[config.mk]
export PLATFORM = sky130hd
export DESIGN_NAME = stabilizer_row_reducer
export DESIGN_NICKNAME = d
export VERILOG_FILES = /design/src/rtl/stabilizer_row_reducer.sv
export SDC_FILE = /design/constraint.sdc
export NUM_CORES = 1
export LEC_CHECK = 0
export ABC_AREA = 1
export BUFFER_PORTS_ARGS = -buffer_cell sky130_fd_sc_hd__buf_4
export CAP_MARGIN = 20
export CORE_ASPECT_RATIO = 1.75
export CORE_MARGIN = 1
export CORE_UTILIZATION = 28
export CTS_CLUSTER_SIZE = 25
export DETAILED_ROUTE_END_ITERATION = 7
export PLACE_DENSITY = 0.44
export SYNTH_ARGS = -nofsm -noshare
export SYNTH_HDL_FRONTEND = slang
export SYNTH_SLANG_ARGS = --single-unit
[constraint.sdc]
create_clock -name clk -period 3 [get_ports clk]
set_clock_uncertainty 0.15 [all_clocks]
set_input_delay 0 -clock clk [delete_from_list [all_inputs] [get_ports clk]]
set_output_delay 0 -clock clk [all_outputs]
set_load 0.03 [all_outputs]
[src/rtl/stabilizer_row_reducer.sv]
`default_nettype none
// ============================================================================
// Module   : stabilizer_row_reducer
// Brief    : One Gaussian-elimination column step over a stabilizer frame,
//            driving an external combinational Pauli row multiplier.
// Revision : 1.0 - initial release
// ============================================================================
module stabilizer_row_reducer #(
  parameter int NUM_QUBIT  = 4,
  parameter int MAX_VECTOR = 2**NUM_QUBIT
) (
  input  logic                         clk,
  input  logic                         reset_n,
  input  logic                         load_valid,
  input  logic [$clog2(NUM_QUBIT)-1:0] load_idx,
  input  logic [2*NUM_QUBIT-1:0]       load_row_lit,
  input  logic [MAX_VECTOR-1:0]        load_row_ph,
  input  logic                         start,
  input  logic [$clog2(NUM_QUBIT)-1:0] col,
  output logic                         busy,
  output logic                         done,
  output logic                         pivot_found,
  output logic [$clog2(NUM_QUBIT)-1:0] pivot_idx,
  output logic [2*NUM_QUBIT-1:0]       mult_lit1,
  output logic [MAX_VECTOR-1:0]        mult_ph1,
  output logic [2*NUM_QUBIT-1:0]       mult_lit2,
  output logic [MAX_VECTOR-1:0]        mult_ph2,
  input  logic [2*NUM_QUBIT-1:0]       mult_lit_out,
  input  logic [MAX_VECTOR-1:0]        mult_ph_out,
  input  logic [$clog2(NUM_QUBIT)-1:0] rd_idx,
  output logic [2*NUM_QUBIT-1:0]       rd_lit,
  output logic [MAX_VECTOR-1:0]        rd_ph
);

  localparam int c_IDX_W = $clog2(NUM_QUBIT);
  localparam int c_LIT_W = 2 * NUM_QUBIT;
  localparam logic [c_IDX_W-1:0] c_LAST_ROW = c_IDX_W'(NUM_QUBIT - 1);

  typedef enum logic [1:0] {
    S_IDLE   = 2'd0,
    S_SEARCH = 2'd1,
    S_ELIM   = 2'd2,
    S_DONE   = 2'd3
  } state_t;

  state_t               r_state;
  logic [c_LIT_W-1:0]   r_lit [NUM_QUBIT];
  logic [MAX_VECTOR-1:0] r_ph [NUM_QUBIT];
  logic [c_IDX_W-1:0]   r_row;
  logic [c_IDX_W-1:0]   r_col;
  logic [c_IDX_W-1:0]   r_pivot;
  logic                 r_busy;
  logic                 r_done;
  logic                 r_found;

  // Bit 1 of a literal is the X component: set for X and Y, clear for I and Z.
  logic w_row_has_x;
  logic w_elim_write;

  assign w_row_has_x  = r_lit[r_row][{r_col, 1'b1}];
  assign w_elim_write = (r_state == S_ELIM) && (r_row != r_pivot) && w_row_has_x;

  always_ff @(posedge clk or negedge reset_n) begin
    if (!reset_n) begin
      r_state <= S_IDLE;
      r_row   <= '0;
      r_col   <= '0;
      r_pivot <= '0;
      r_busy  <= 1'b0;
      r_done  <= 1'b0;
      r_found <= 1'b0;
      for (int i = 0; i < NUM_QUBIT; i++) begin
        r_lit[i] <= '0;
        r_ph[i]  <= '0;
      end
    end else begin
      r_done <= 1'b0;
      case (r_state)
        S_IDLE: begin
          if (load_valid) begin
            r_lit[load_idx] <= load_row_lit;
            r_ph[load_idx]  <= load_row_ph;
          end
          if (start) begin
            r_col   <= col;
            r_row   <= '0;
            r_found <= 1'b0;
            r_busy  <= 1'b1;
            r_state <= S_SEARCH;
          end
        end
        S_SEARCH: begin
          if (w_row_has_x) begin
            r_pivot <= r_row;
            r_found <= 1'b1;
            r_row   <= '0;
            r_state <= S_ELIM;
          end else if (r_row == c_LAST_ROW) begin
            r_done  <= 1'b1;
            r_state <= S_DONE;
          end else begin
            r_row <= r_row + c_IDX_W'(1);
          end
        end
        S_ELIM: begin
          // Only row r is rewritten in its own cycle, so the operands read
          // combinationally from the frame are always pre-elimination values.
          if (w_elim_write) begin
            r_lit[r_row] <= mult_lit_out;
            r_ph[r_row]  <= mult_ph_out;
          end
          if (r_row == c_LAST_ROW) begin
            r_done  <= 1'b1;
            r_state <= S_DONE;
          end else begin
            r_row <= r_row + c_IDX_W'(1);
          end
        end
        S_DONE: begin
          r_busy  <= 1'b0;
          r_state <= S_IDLE;
        end
        default: r_state <= S_IDLE;
      endcase
    end
  end

  always_comb begin
    mult_lit1 = '0;
    mult_ph1  = '0;
    mult_lit2 = '0;
    mult_ph2  = '0;
    if (r_state == S_ELIM) begin
      mult_lit1 = r_lit[r_row];
      mult_ph1  = r_ph[r_row];
      mult_lit2 = r_lit[r_pivot];
      mult_ph2  = r_ph[r_pivot];
    end
  end

  assign busy        = r_busy;
  assign done        = r_done;
  assign pivot_found = r_found;
  assign pivot_idx   = r_pivot;
  assign rd_lit      = r_lit[rd_idx];
  assign rd_ph       = r_ph[rd_idx];

endmodule
`default_nettype wire

# Word level (Yosys, flattened, before mapping)
# Index checks and enable logic that the tools add are counted.
# classes
n_div,0
n_mux,58
n_addsub,1
n_shift,0
n_lt_le_gt_ge,7
eq_ne,9
multipliers,0
reduce_logical,15
bitwise,4
# op_table
cell,count
$mux 16,10
$bwmux 64,2
$mux 64,2
$pmux 64 s2,1
$bmux 16 s2,3
$mux 8,10
$bwmux 32,2
$demux 16 s2,2
$mux 32,2
$pmux 32 s2,1
$bmux 8 s2,3
$demux 8 s2,2
$ge 3x3->1 const B,4
$mux 2,6
$not 2->3,4
$ne 2x2->1 const B,4
$pmux 2 s4,1
$reduce_and 2->1,4
$eq 2x2->1 const B,3
$lt 3x1->1 const B,2
$mux 1,6
$pmux 1 s2,3
$pmux 2 s3,1
$reduce_and 3->1,2
9 further kinds,14
# word_totals
elab_cells,109
latch_bits,0
reg_bits,107
output_inout_bits,77
in_bits,58
mem_bits_rw,0
memories,0
rom_bits,0

# Logic depth before layout (Yosys ltp)
# logic_depth
ltp_word,9
ltp_mapped,14
mapped_depth_nobuf,12

# Least setup slack after synthesis
# Ideal clock, no wire load.
# synth_timing
path_kind,reg2reg
from,register r_state[0]
to,register r_lit[1] in the netlist's numbering
setup_ns,0.117
t_arrival_ns,1.854
path_buffers,3
required_time_ns,2.733
path_stages_with_launch,12
path_slack_ns,0.879
period_less_slack_ns,2.121
path_cell_list,dfrtp_1 -> inv_1 -> ha_1 -> buf_4 -> inv_2 -> buf_4 -> nand3_1 -> o21ai_2 -> nand3_4 -> buf_2 -> nand2_1 -> nand2_1
# synth_between
elab_chain_cells,5
word_cells_on_any_way,9
cone_classes,eq/ne (3); mux (1); reduce/logical (5)
# synth_rtl
item,line_no,source
start: declaration,46,state_t r_state;
start signal: assignment,65,r_state <= S_IDLE;
start signal: assignment,89,r_state <= S_SEARCH;
start signal: assignment,97,r_state <= S_ELIM;
$eq 2x2->1,"61, 78",
$logic_and 1x1->1 (2 in series),61,assign w_elim_write = (r_state == S_ELIM) && (r_row != r_pivot) && w_row_has_x;
$ne 2x2->1 (no line),n/a,
$reduce_and 3->1 (no line),n/a,
end signal: indexed assignment,81,r_lit[load_idx] <= load_row_lit;
end signal: indexed assignment,109,r_lit[r_row] <= mult_lit_out;
end: declaration,47,logic [c_LIT_W-1:0] r_lit [NUM_QUBIT];
# Several ways; a longest one is shown, not always the timed one.
# A chain may end at the register's enable or synchronous reset.

# Final worst setup path
# layout_timing
from,register r_state[0]
to,register r_ph[11] in the netlist's numbering
# layout_between
elab_chain_cells,5
word_cells_on_any_way,9
cone_classes,eq/ne (3); mux (1); reduce/logical (5)
# layout_rtl
item,line_no,source
$eq 2x2->1,"61, 78",
$logic_and 1x1->1 (2 in series),61,
$ne 2x2->1 (no line),n/a,
$reduce_and 3->1 (no line),n/a,
end signal: indexed assignment,82,r_ph[load_idx] <= load_row_ph;
end signal: indexed assignment,110,r_ph[r_row] <= mult_ph_out;
end: declaration,48,logic [MAX_VECTOR-1:0] r_ph [NUM_QUBIT];
# Several ways; a longest one is shown, not always the timed one.

==> metrics.txt <==
Remaining Overflow, GRT=0; Avg Vias per Cell=5.706; Synth warnings=0; dpl cell area=8977 um^2; part of the power in the clock network=16.6%; Yosys cell types=30; terminus of the critical flop-to-flop path=r_ph[11]; post-synthesis instance total=1121; I/O Pins=135; worst hold path type=in -> reg; Relative slew margins=40.46%; number of routed nets with antenna violations=0; CTS tree=built; sequential fraction of the synthesis area=34.96%; unrepaired setup endpoints after global routing=false; Switching Power=4.144 mW; power share of the combinational group=50.1%; Max Freq=353.0 MHz; worst skew pair latency=370 ps; CTS clk-pin slew, worst paths=70 ps; Clock Sinks=107; FF-to-FF setup slack=170 ps; routed wire length=36780 um; Power Density=825.7 nW/um^2; Int Power=4.114 mW; Seq pwr share=33.4%; via count=9169; Die Span Y=220.8 um; Die X=127.0 um; period utilisation layout=94.43%; layout cells sized above 1=17.07%; drt first pass iters=5; area of the core=26690 um^2; setup_tns=0 ps; syn nets=1185; Synth Register Bits=107; global-route wire length before repair=55360 um; Total Routing Usage GR=26.27%; Mapped Avg Cell Area=6.833 um^2; placed cell count=1523; Final Hold Fails=0; design area=10000 um^2; PnR Total Power=8.258 mW; RR Startpoint=r_state[0]; NumNets Final=1342; hold path start=mult_ph_out[0]; root cell of the clock tree=clkbuf_16; Arr. time, crit path=2990 ps; Clock Tree Buf Depth=2; drt wl/cell=22.89 um; MaxCap Viol Count=0; critical path type=reg -> reg; CTS buffer count=9; Starting Density=28.70%; input/output buffers=134; element type at the critical path end=flip-flop; Slew Viols, Final=0; Post-CTS Repair Setup Buffers=0; non-filler instance count after layout=1607; gpl congestion=0.8195; number of global-route vias before repair=9309; setup violators final=0; crit start category=flip-flop; Post-DP HPWL=23550 um; # diodes=0; hold worst-path end=r_ph[32]; largest net degree at the start of global routing=56; Max rail drop VDD=0.3754 mV; Die Area=28050 um^2; initial antenna violation count=0; Area Growth Syn to Fin=30.56%; status=finished clean; measured slew at the worst slew-check pin=889.8 ps; Filler cells=2929; worst reg2reg path depth=10; Sw Share=50.18%; leakage=4.641 nW; worst hold path depth=5; htree depth=3; num rows=79; final core occ=37.47%; DRC viols=0; initial DRC count=620; crit path max fanout=28; Critical Path RT=3150 ps; post-synthesis cell area=7660 um^2; post-layout min period=2833 ps
kinds of logic (layout without fill, tap and decap cells):
family | count (synthesis) | in the layout | synth area share [%]
buffers and inverters | 151 | 311 | 8.641
DFF | 107 | 107 | 34.96
adders and majority gates | 6 | 6 | 0.9800
and+or+nand+nor | 532 | 533 | 30.55
AOI/OAI and AO/OA | 325 | 326 | 24.88
placed cells by master, fill, tap and decap left out, types with 2 or more instances in the layout:
cell type      Yosys  routed
o21ai_1            2       2
nor2_2             1       3
nand3_4            4       5
nand3_1           12      12
buf_4              2     175
inv_2              5       5
nand2_2            2       2
o21ai_0          107     107
o22ai_1          119     119
nand2_1          270     270
clkbuf_8           0       2
buf_12             0       3
a22oi_1           38      38
clkinv_1           2       2
nor2_1           144     142
a21oi_1           51      51
o21ai_2            4       5
clkbuf_16          0       9
bufinv_16          0       2
nand4_1           97      97
inv_1             43      43
ha_1               6       5
dlygate4sd3_1      0      66
dfrtp_1          107     106
per-stage QoR:
stage | hold slack, ps | setup WS [ps]
floorplan | -445.6 | 878.7
finish | 17.23 | 167.0
CTS | 1.531 | 132.5
detailed placement | -48.44 | 144.2
global route | 42.08 | 6.745
global placement | -43.16 | 155.6
flip-flops by register name, indices dropped and copies added, names as in the netlist:
name,count
busy,1
done,1
pivot_found,1
pivot_idx,2
r_col,2
r_lit,32
r_ph,64
r_row,2
r_state,2
worst max-delay path, stage by stage, from the launching register on:
cell           delay (ps)
dfrtp_1               400
inv_1                 110
ha_1                  240
inv_2                 170
buf_6                 290
nand3_1               170
buf_4                 310
o22ai_1               150
dlygate4sd3_1         570
nand4_1               100
nand2_1               100
Yosys cell counts (all sizes together):
cell type	n	area (um^2)
nand2	273	1046
nor2	145	546.8
o22ai	119	744.5
o21ai	114	596.8
dfrtp	107	2678
nand4	97	606.8
clkbuf	66	247.7
a21oi	51	255.2
inv	48	180.2
a22oi	38	285.3
buf	35	226.5
nand3	17	140.1
ha	6	75.07
clkinv	2	7.510
a21boi	1	7.510
a221oi	1	8.760
o211ai	1	7.510
repair_timing:
action | in CTS | in global routing
setup endpoints to repair | 0 | 80
resized for setup | 0 | 4
hold endpoints to repair | 134 | 0
hold buffers | 66 | 0
routing by layer:
| layer | vias to the layer above | track usage, % | wire, um |
|---|---|---|---|
| met5 | - | 0 | 0 |
| met4 | 0 | 12.98 | 1528 |
| met3 | 91 | 3.059 | 1964 |
| met2 | 386 | 46.88 | 19260 |
| met1 | 4413 | 30.63 | 14030 |
| li1 | 4279 | - | - |
power by group through the flow:
stage	combinational (mW)	sequential [mW]	clock, mW
CTS	4.05	2.73	1.40
global placement	3.91	2.76	0
floorplan	2.64	2.51	0
finish	4.13	2.76	1.37
detailed placement	3.94	2.75	0
global route	4.53	2.83	1.45
area by class of cell:
type | instances | area [um^2] | area share (%)
multi-input combinational | 865 | 4354 | 43.54
sequential | 107 | 2679 | 26.79
timing repair buffer | 245 | 2046 | 20.46
tap | 324 | 405.4 | 4.054
clock buffer | 12 | 256.5 | 2.565
inverter | 50 | 187.7 | 1.877
clock inverter | 4 | 72.57 | 0.7256
worst max-delay path by stage:
stage / depth (start not counted) / from / end
after detailed placement: 7 / r_state[0] / r_lit[7]
after global placement: 12 / r_row[0] / r_lit[4]
after floorplan: 8 / r_state[0] / mult_ph1[10]
final: 10 / r_state[0] / r_ph[11]
after CTS: 12 / r_row[0] / r_ph[9]
after global routing: 10 / r_state[0] / r_ph[11]
Note: power is estimated with default switching activity, not from simulation.
